`config.mk`:
```
export PLATFORM = sky130hd
export DESIGN_NAME = fifo_stream_drain
export DESIGN_NICKNAME = d
export VERILOG_FILES = /design/src/rtl/fifo_stream_drain.sv
export SDC_FILE = /design/constraint.sdc
export NUM_CORES = 1
export LEC_CHECK = 0
export BUFFER_PORTS_ARGS = -buffer_cell sky130_fd_sc_hd__buf_2
export CORE_UTILIZATION = 53
export DETAILED_ROUTE_END_ITERATION = 8
export PLACE_DENSITY = 0.9
export RECOVER_POWER = 100
export SETUP_SLACK_MARGIN = 0.2
export SYNTH_ARGS = -nofsm -noshare
export SYNTH_HDL_FRONTEND = slang
export SYNTH_SLANG_ARGS = --single-unit
```
`constraint.sdc`:
```
create_clock -name clk_i -period 2.3 [get_ports clk_i]
set_clock_uncertainty 0.1 [all_clocks]
set_input_delay 0.23 -clock clk_i [delete_from_list [all_inputs] [get_ports clk_i]]
set_output_delay 0.23 -clock clk_i [all_outputs]
set_load 0.005 [all_outputs]
```
`src/rtl/fifo_stream_drain.sv`:
```
// Read-side drain for fifo_sync: pops words into a 2-entry skid buffer and presents them as a
// valid/ready stream. Define FIFO_STREAM_DRAIN_BURST_EN for burst counters, the STOP state and m_last.
module fifo_stream_drain #(
  parameter int unsigned DATA_WIDTH = 32,
  parameter int unsigned BURST_LEN  = 4
) (
  input  logic                  clk_i,
  input  logic                  rst_i,
  input  logic                  enable_i,
  input  logic                  fifo_empty_i,
  input  logic [DATA_WIDTH-1:0] fifo_data_i,
  output logic                  fifo_cs_o,
  output logic                  fifo_rd_en_o,
  output logic                  m_valid_o,
  input  logic                  m_ready_i,
  output logic [DATA_WIDTH-1:0] m_data_o,
  output logic                  m_last_o,
  output logic                  busy_o
);

  typedef enum logic [1:0] {
    IDLE = 2'd0,
    RUN  = 2'd1,
    STOP = 2'd2
  } state_e;

  if (BURST_LEN < 2) begin : g_burst_len_check
    $error("fifo_stream_drain: BURST_LEN must be at least 2");
  end

  state_e                state_q;
  logic [1:0]            count_q, count_d;
  logic                  inflight_q;
  logic [DATA_WIDTH-1:0] head_q, head_d;
  logic [DATA_WIDTH-1:0] tail_q, tail_d;

  logic       can_read;
  logic       accept;
  logic       wr;
  logic [2:0] occupancy;
  logic [2:0] room_limit;

`ifdef FIFO_STREAM_DRAIN_BURST_EN
  localparam int unsigned CntW = $clog2(BURST_LEN);
  localparam logic [CntW-1:0] CntMax = CntW'(BURST_LEN - 1);
  localparam state_e RunExit = STOP;

  logic [CntW-1:0] issued_q;
  logic [CntW-1:0] out_q;

  // STOP keeps popping until the current burst has been fully read from the FIFO
  assign can_read = (state_q == RUN) | ((state_q == STOP) & (issued_q != '0));
  assign m_last_o = m_valid_o & (out_q == CntMax);

  always_ff @(posedge clk_i) begin
    if (rst_i) begin
      issued_q <= '0;
      out_q    <= '0;
    end else begin
      if (fifo_rd_en_o) begin
        issued_q <= (issued_q == CntMax) ? '0 : issued_q + CntW'(1);
      end
      if (accept) begin
        out_q <= (out_q == CntMax) ? '0 : out_q + CntW'(1);
      end
    end
  end
`else
  localparam state_e RunExit = IDLE;

  assign can_read = (state_q == RUN);
  assign m_last_o = 1'b0;
`endif

  assign wr        = inflight_q;
  assign m_valid_o = (count_q != 2'd0);
  assign m_data_o  = head_q;
  assign accept    = m_valid_o & m_ready_i;
  assign busy_o    = (state_q != IDLE) | (count_q != 2'd0) | inflight_q;

  // Words already buffered or in flight, against the room left after this cycle's accept
  assign occupancy    = 3'(count_q) + 3'(inflight_q);
  assign room_limit   = 3'd2 + 3'(accept);
  assign fifo_rd_en_o = can_read & ~fifo_empty_i & (occupancy < room_limit);
  assign fifo_cs_o    = fifo_rd_en_o;

  // Two-entry buffer; head is always the oldest word
  always_comb begin
    count_d = count_q;
    head_d  = head_q;
    tail_d  = tail_q;
    unique case ({wr, accept})
      2'b10: begin
        if (count_q == 2'd0) begin
          head_d = fifo_data_i;
        end else begin
          tail_d = fifo_data_i;
        end
        count_d = count_q + 2'd1;
      end
      2'b01: begin
        head_d  = tail_q;
        count_d = count_q - 2'd1;
      end
      2'b11: begin
        if (count_q == 2'd1) begin
          head_d = fifo_data_i;
        end else begin
          head_d = tail_q;
          tail_d = fifo_data_i;
        end
      end
      default: ;
    endcase
  end

  always_ff @(posedge clk_i) begin
    if (rst_i) begin
      state_q    <= IDLE;
      count_q    <= 2'd0;
      inflight_q <= 1'b0;
      head_q     <= '0;
      tail_q     <= '0;
    end else begin
      count_q    <= count_d;
      head_q     <= head_d;
      tail_q     <= tail_d;
      inflight_q <= fifo_rd_en_o;
      unique case (state_q)
        IDLE: if (enable_i) state_q <= RUN;
        RUN:  if (!enable_i) state_q <= RunExit;
`ifdef FIFO_STREAM_DRAIN_BURST_EN
        STOP: begin
          if (enable_i) begin
            state_q <= RUN;
          end else if (issued_q == '0) begin
            state_q <= IDLE;
          end
        end
`endif
        default: state_q <= IDLE;
      endcase
    end
  end

endmodule

```
==> results of run 1 <==
==> what timing repair did <==
action                     4_1_cts  5_1_grt
gates resized for setup          3        3
pin swaps                        0        1
setup endpoints to repair        2        2
==> worst max path at each step <==
stage                                  from                        end  cells past startpoint
global route        count_q[1]$_SDFFE_PP0P_               fifo_rd_en_o                      6
CTS                 count_q[1]$_SDFFE_PP0P_               fifo_rd_en_o                      6
floorplan           count_q[0]$_SDFFE_PP0P_  m_data_o[10]$_SDFFE_PP0P_                      7
global placement    count_q[0]$_SDFFE_PP0P_  m_data_o[26]$_SDFFE_PP0P_                      6
detailed placement  count_q[1]$_SDFFE_PP0P_   m_data_o[8]$_SDFFE_PP0P_                      7
finish              count_q[1]$_SDFFE_PP0P_                  fifo_cs_o                      6
==> per-layer routing <==
metal / global-route usage, % / vias up / wire length [µm]
met5: 0 / - / 0
met4: 14.5 / 0 / 170
met3: 5.18 / 15 / 330
met2: 40.2 / 87 / 3350
met1: 26.8 / 1209 / 2890
li1: - / 1318 / -
==> per-stage QoR <==
stage	setup WS, ns	total power [mW]
CTS	0.212	3.42
detailed placement	0.380	2.42
global placement	0.517	2.37
global route	0.111	3.51
finish	0.226	3.31
floorplan	0.682	2.13
==> power groups by stage <==
stage	clock network, mW	logic [mW]	registers, mW
after floorplan	0	0.680	1.45
after global placement	0	0.925	1.44
after detailed placement	0	0.968	1.45
after CTS	1.01	0.975	1.43
after global routing	1.07	0.992	1.45
final	0.989	0.896	1.43
==> logic make-up (layout without fill, tap and decap cells) <==
family                     Yosys count  in the layout  share of synthesized area (%)
other                                1              1                          0.125
adders and majority gates            6              6                           2.49
xor gates and xnor gates             1              1                          0.291
buffers and inverters               32             96                           6.07
AOI/OAI and AO/OA                   69             69                           21.8
and+or+nand+nor                    182            182                           23.7
DFF                                 68             68                           45.2
muxes                                1              1                          0.333
==> final cells by class <==
class	instances	area [µm²]	area share, %
Clock inverter	3	46.3	1.34
Tap cell	72	90.1	2.62
Sequential cell	68	1360	39.6
Clock buffer	12	155	4.50
Inverter	4	15.0	0.436
Multi-Input combinational cell	260	1380	39.9
Timing Repair Buffer	77	399	11.6
==> worst reg2reg max path: stages, from the launching register on <==
cell      delay (ns)
dfxtp_1         0.41
inv_1           0.13
ha_1            0.23
nand2b_1        0.20
a21oi_4         0.12
buf_4           0.28
nand2_1         0.09
a311oi_1        0.31
==> cell usage in the layout, fill, tap and decap left out, types with 2 or more instances in the layout <==
| master | instances |
|---|---|
| nor2_1 | 35 |
| buf_4 | 3 |
| a311oi_2 | 12 |
| a21oi_1 | 32 |
| a311oi_1 | 20 |
| inv_1 | 4 |
| and3_1 | 2 |
| dfxtp_2 | 2 |
| nand2_1 | 134 |
| nand3_1 | 2 |
| dfxtp_1 | 66 |
| clkbuf_1 | 8 |
| clkbuf_8 | 11 |
| nor2b_1 | 2 |
| ha_1 | 5 |
| nand2_2 | 2 |
| buf_2 | 65 |
| nand2b_1 | 2 |
==> state kept, by name, summed over array words and instances, names as in the netlist <==
signal      cells
m_data_o       32
tail_q         32
count_q         2
inflight_q      1
state_q         1
==> impl_results.md, run 1 <==
* Post-synth top area share at 45.2%
* Ys Warns at 0
* Ant diodes at 0
* Period utilisation layout at about nine tenths
* Initial Utilization at 54.7%
* Setup crit end kind: primary output
* Non-Filler Instances at slightly below 500
* Sw Ratio at 32.0%
* WL/cell at 13.6 µm
* PD cells at 962 nW/µm²
* Seq/Total Area, Yosys at 45.2%
* Htree depth at 3
* Comb power frac at 27.0%
* Post-synthesis cell area at about 3000 µm²
* CP max FO at 4
* Synthesized Nets at 403
* Slew headroom at ~1.4%
* #FFs+latches synth at 68
* Reg2reg end: m_data_o[17]$_SDFFE_PP0P_
* Top-count cell post-synth: nand2_1
* Die area at between 5000 and 6000 µm²
* Ports at 74
* Maximum vdd drop at roughly 510 µV
* Cts bufs inserted at 9
* Worst skew pair latency at 0.34 ns
* CP required at 1.97 ns
* Crit-path slowest cell: dfxtp_1
* Number of port buffers at 72
* EDFF count, synth at 0
* Crit-path cells: inv_1 > ha_2 > nand2b_1 > o21ai_1 > and3_1 > buf_2
* Fmax achieved at 0.482 GHz
* Hold Worst Slack at 0.0248 ns
* Layout Utilization at 62.6%
* DRT iter0 DRCs at 175
* Core Rows at 27
* Initial antenna violation count at 0
* Worst-path clk slew at 0.07 ns
* Dpl cell area at ~3400 µm²
* R2R Setup Slk at ~0.31 ns
* Final WL at between 6000 and 7000 µm
* Clk root buf: clkbuf_8
* Crit path kind: reg -> out
* Primary FF master, synth: dfxtp_1
* Synth cell count leaders: nand2_1, dfxtp_1, nor2_1
* DR vias at ~2600
* Net switching power at about 1.1 mW
* TritonCTS clock tree: built
* Synth async-reset ratio at 0%
* Clk pwr share at 29.9%
* CTS hold repair buffers at 0
* Status: complete, no violations
* Mean Syn Cell Area at 8.36 µm²
* Delay-heaviest family, CP: flip-flops
* Die height at 77.4 µm
* Hold endpoint: state_q[0]$_SDFFE_PP0P_
* Overflow left after global routing at 0
* RSZ-0062 raised after global routing: false
* Max Cap Violations at 0
* Final Max Slew Viols at 0
* Internal at 2.25 mW
* # nets final at 463
* Clock Path Buffers at 2
* Sequential Power Share at 43.1%
* Hold path depth at 2
* Total negative slack at 0 ns
* Via-per-instance ratio at 5.30
* GRT Total Usage at 23.6%
* CP startpoint kind: flip-flop
* Layout area overhead at 14.4%
* FF-to-FF Start: count_q[1]$_SDFFE_PP0P_
* Post-Layout Inst Area at 3440 µm²
* Drt drc at 0
* Die W at about 77 µm
* Worst-Margin Slew at 1.48 ns
* Largest net degree at the start of global routing at 69
* Placed cell count at roughly 480
* Final Setup Violations at 0
* Leak at 1.37 nW
* Fin. Hold Viols at 0
* Post-DP HPWL at ~4200 µm
* Critical Path AT at 1.74 ns
* Fill cells at slightly above 500
* Yosys cell types at 28
* Worst R2R Path Depth at 7
* Hold Startpoint: enable_i
* Final ANT Viol Nets at 0
* First-pass GRT wire length at 10900 µm
* Synth Instances at 360
* Vias in the first global route at 2462
* CTS sink cnt at 68
* Synth area leaders: dfxtp_1, nand2_1, a311oi_2, a21oi_1, nor2_1
* Final RePlAce weighted congestion at ~0.85
* First-pass DRT Iterations at 4
* Postcts setup bufs at 0
* Total core area at approximately 5500 µm²
* Hold Path Class: in -> reg
* Period minus WS final at 2.07 ns
* Cell type with the highest aggregate area in the netlist: dfxtp_1
* Delay of the slowest critical-path stage at 0.41 ns
* Share of layout cells above drive strength 1 at between 20% and 30%
* Buffers plus inverters on the worst setup path at 2
No activity file was read; power rests on OpenSTA's default activity.
==> run 2: changes to the inputs <==
--- a/config.mk
+++ b/config.mk
@@ -7,6 +7,7 @@
 export LEC_CHECK = 0
 export BUFFER_PORTS_ARGS = -buffer_cell sky130_fd_sc_hd__buf_2
 export CORE_UTILIZATION = 53
+export CTS_BUF_LIST = sky130_fd_sc_hd__clkbuf_16
 export DETAILED_ROUTE_END_ITERATION = 8
 export PLACE_DENSITY = 0.9
 export RECOVER_POWER = 100
==> impl_results.md, run 2 (synthesized netlist as in run 1, its figures left out) <==
* Status: complete, but fails checks
* Failing checks: max-capacitance violations, max-slew violations
* Maximum vdd drop at 597 µV (+18%)
* Clk pwr share at 35.8% (+5.9 points)
* Worst R2R Path Depth at 7 (unchanged)
* Max Cap Violations at 1 (+1)
* Number of port buffers at 72 (unchanged)
* Fin. Hold Viols at 0 (unchanged)
* CP required at 1.97 ns (about the same)
* Final Setup Violations at 0 (unchanged)
* Most frequent cells in the layout: nand2_1, dfxtp_1, buf_2
* Final Max Slew Viols at 68 (+68)
* Overflow left after global routing at 0 (unchanged)
* DRT iter0 DRCs at 163 (-6.9%)
* Setup crit end kind: primary output
* Fmax achieved at 0.497 GHz (+3.1%)
* Htree depth at 3 (unchanged)
* Drt drc at 0 (unchanged)
* Worst skew pair latency at 0.33 ns (about the same)
* Initial antenna violation count at 0 (unchanged)
* Vias in the first global route at 2460 (-0.081%)
* Clk root buf: clkbuf_16
* Worst-Margin Slew at 1.50 ns (+0.0226 ns)
* Largest net degree at the start of global routing at 69 (unchanged)
* First-pass DRT Iterations at 5 (+1)
* Ant diodes at 0 (unchanged)
* Net switching power at 1.10 mW (+3.9%)
* GRT Total Usage at 23.7% (+0.11 points)
* CP max FO at 4 (unchanged)
* Total core area at 5510 µm² (unchanged)
* Hold Worst Slack at 0.0309 ns (+0.00615 ns)
* Worst-path clk slew at 0.05 ns (-0.02 ns)
* Via-per-instance ratio at 5.33 (+0.49%)
* Sw Ratio at 30.3% (-1.6 points)
* Cts bufs inserted at 9 (unchanged)
* Ports at 74 (unchanged)
* CP startpoint kind: flip-flop
* Final ANT Viol Nets at 0 (unchanged)
* Period utilisation layout at 87.5% (-2.7 points)
* Hold Path Class: in -> reg
* Die height at 77.4 µm (unchanged)
* Most common cell after layout, fill and taps aside: nand2_1
* Comb power frac at 24.8% (-2.2 points)
* Leak at 1.42 nW (+3.5%)
* CTS sink cnt at 68 (unchanged)
* Core Rows at 27 (unchanged)
* DR vias at 2642 (+0.49%)
* Initial Utilization at 54.7% (unchanged)
* Sequential Power Share at 39.4% (-3.7 points)
* Die W at 77.4 µm (unchanged)
* Slew headroom at -0.123% (-1.5 points)
* Total negative slack at 0 ns (unchanged)
* Clock Path Buffers at 2 (unchanged)
* # nets final at 463 (unchanged)
* PD cells at 1030 nW/µm² (+6.8%)
* TritonCTS clock tree: built
* Post-DP HPWL at 4230 µm (unchanged)
* First-pass GRT wire length at 11000 µm (+0.76%)
* Crit path kind: reg -> out
* Hold path depth at 2 (unchanged)
* Layout area overhead at 17.3%
* Final WL at 6770 µm (+0.40%)
* Share of layout cells above drive strength 1 at 23.8% (-0.47 points)
* Internal at 2.53 mW (+12%)
* Critical Path AT at 1.68 ns (-0.06 ns)
* Die area at 5990 µm² (unchanged)
* Period minus WS final at 2.01 ns (-0.0621 ns)
* CTS hold repair buffers at 0 (unchanged)
* Final RePlAce weighted congestion at 0.848 (unchanged)
* Postcts setup bufs at 0 (unchanged)
* RSZ-0062 raised after global routing: false
* WL/cell at 13.7 µm (+0.40%)
run 2: changes by cell type in the layout (fill, tap and decap cells not counted):
cell       before  now
clkbuf_8       11    0
clkbuf_16       0    9
clkinv_1        0    2
clkbuf_1        8    7
ha_1            5    6
ha_2            1    0
inv_1           4    5
nand2b_1        2    1
nand2b_4        0    1
o21ai_0         0    1
o21ai_1         1    0
run 2: cell type report:
type,instances,area (µm²)
fill,509,1980
multi-input combinational,260,1380
sequential,68,1360
timing repair buffer,77,399
clock buffer,9,225
tap,72,90.1
clock inverter,6,57.6
inverter,4,15.0
run 2: path summary, 6_finish.rpt:
path | startpoint | endpoint | slack (ns)
worst max-delay path | count_q[0]$_SDFFE_PP0P_ | fifo_rd_en_o | 0.29
worst min-delay path | enable_i | state_q[0]$_SDFFE_PP0P_ | 0.03
worst min register to register | tail_q[25]$_SDFFE_PP0P_ | tail_q[25]$_SDFFE_PP0P_ | 0.35
worst max register to register | count_q[0]$_SDFFE_PP0P_ | m_data_o[2]$_SDFFE_PP0P_ | 0.36
run 2: stage by stage:
stage	total power [mW]	worst slack [ns]	utilization, %	cell area (µm²)	instances
4_1_cts	3.72	0.201	66.1	3640	496
5_1_grt	3.83	0.144	64.1	3530	496
6_report	3.63	0.288	64.1	3530	496
3_3_place_gp	2.37	0.517	60.9	3360	481
2_1_floorplan	2.13	0.682	-	3010	360
3_5_place_dp	2.42	0.380	60.9	3360	481
run 2: per-layer routing:
metal / vias to the layer above / share of wire [%] / global-route usage, %
met5: - / 0 / 0
met4: 0 / 1.8 / 10.8
met3: 12 / 5.8 / 6.47
met2: 86 / 50 / 40.5
met1: 1223 / 43 / 27.5
li1: 1321 / - / -
run 2: power by group through the flow:
stage | clock [mW] | combinational, mW | sequential, mW
floorplan | 0 | 0.680 | 1.45
global placement | 0 | 0.925 | 1.44
detailed placement | 0 | 0.968 | 1.45
CTS | 1.32 | 0.976 | 1.43
global route | 1.38 | 0.998 | 1.45
finish | 1.30 | 0.899 | 1.43
run 2: worst max-delay path, cell delays in order (launching register included):
cell and delay, ns:
dfxtp_1 0.38, inv_1 0.10, ha_1 0.24, nand2b_4 0.17
o21ai_0 0.15, and3_1 0.19, buf_2 0.12
run 2: what timing repair did:
action                     in CTS  in global routing
gates cloned                    0                  0
pin swaps                       0                  1
resized for setup               2                  4
setup endpoints to repair       2                  2
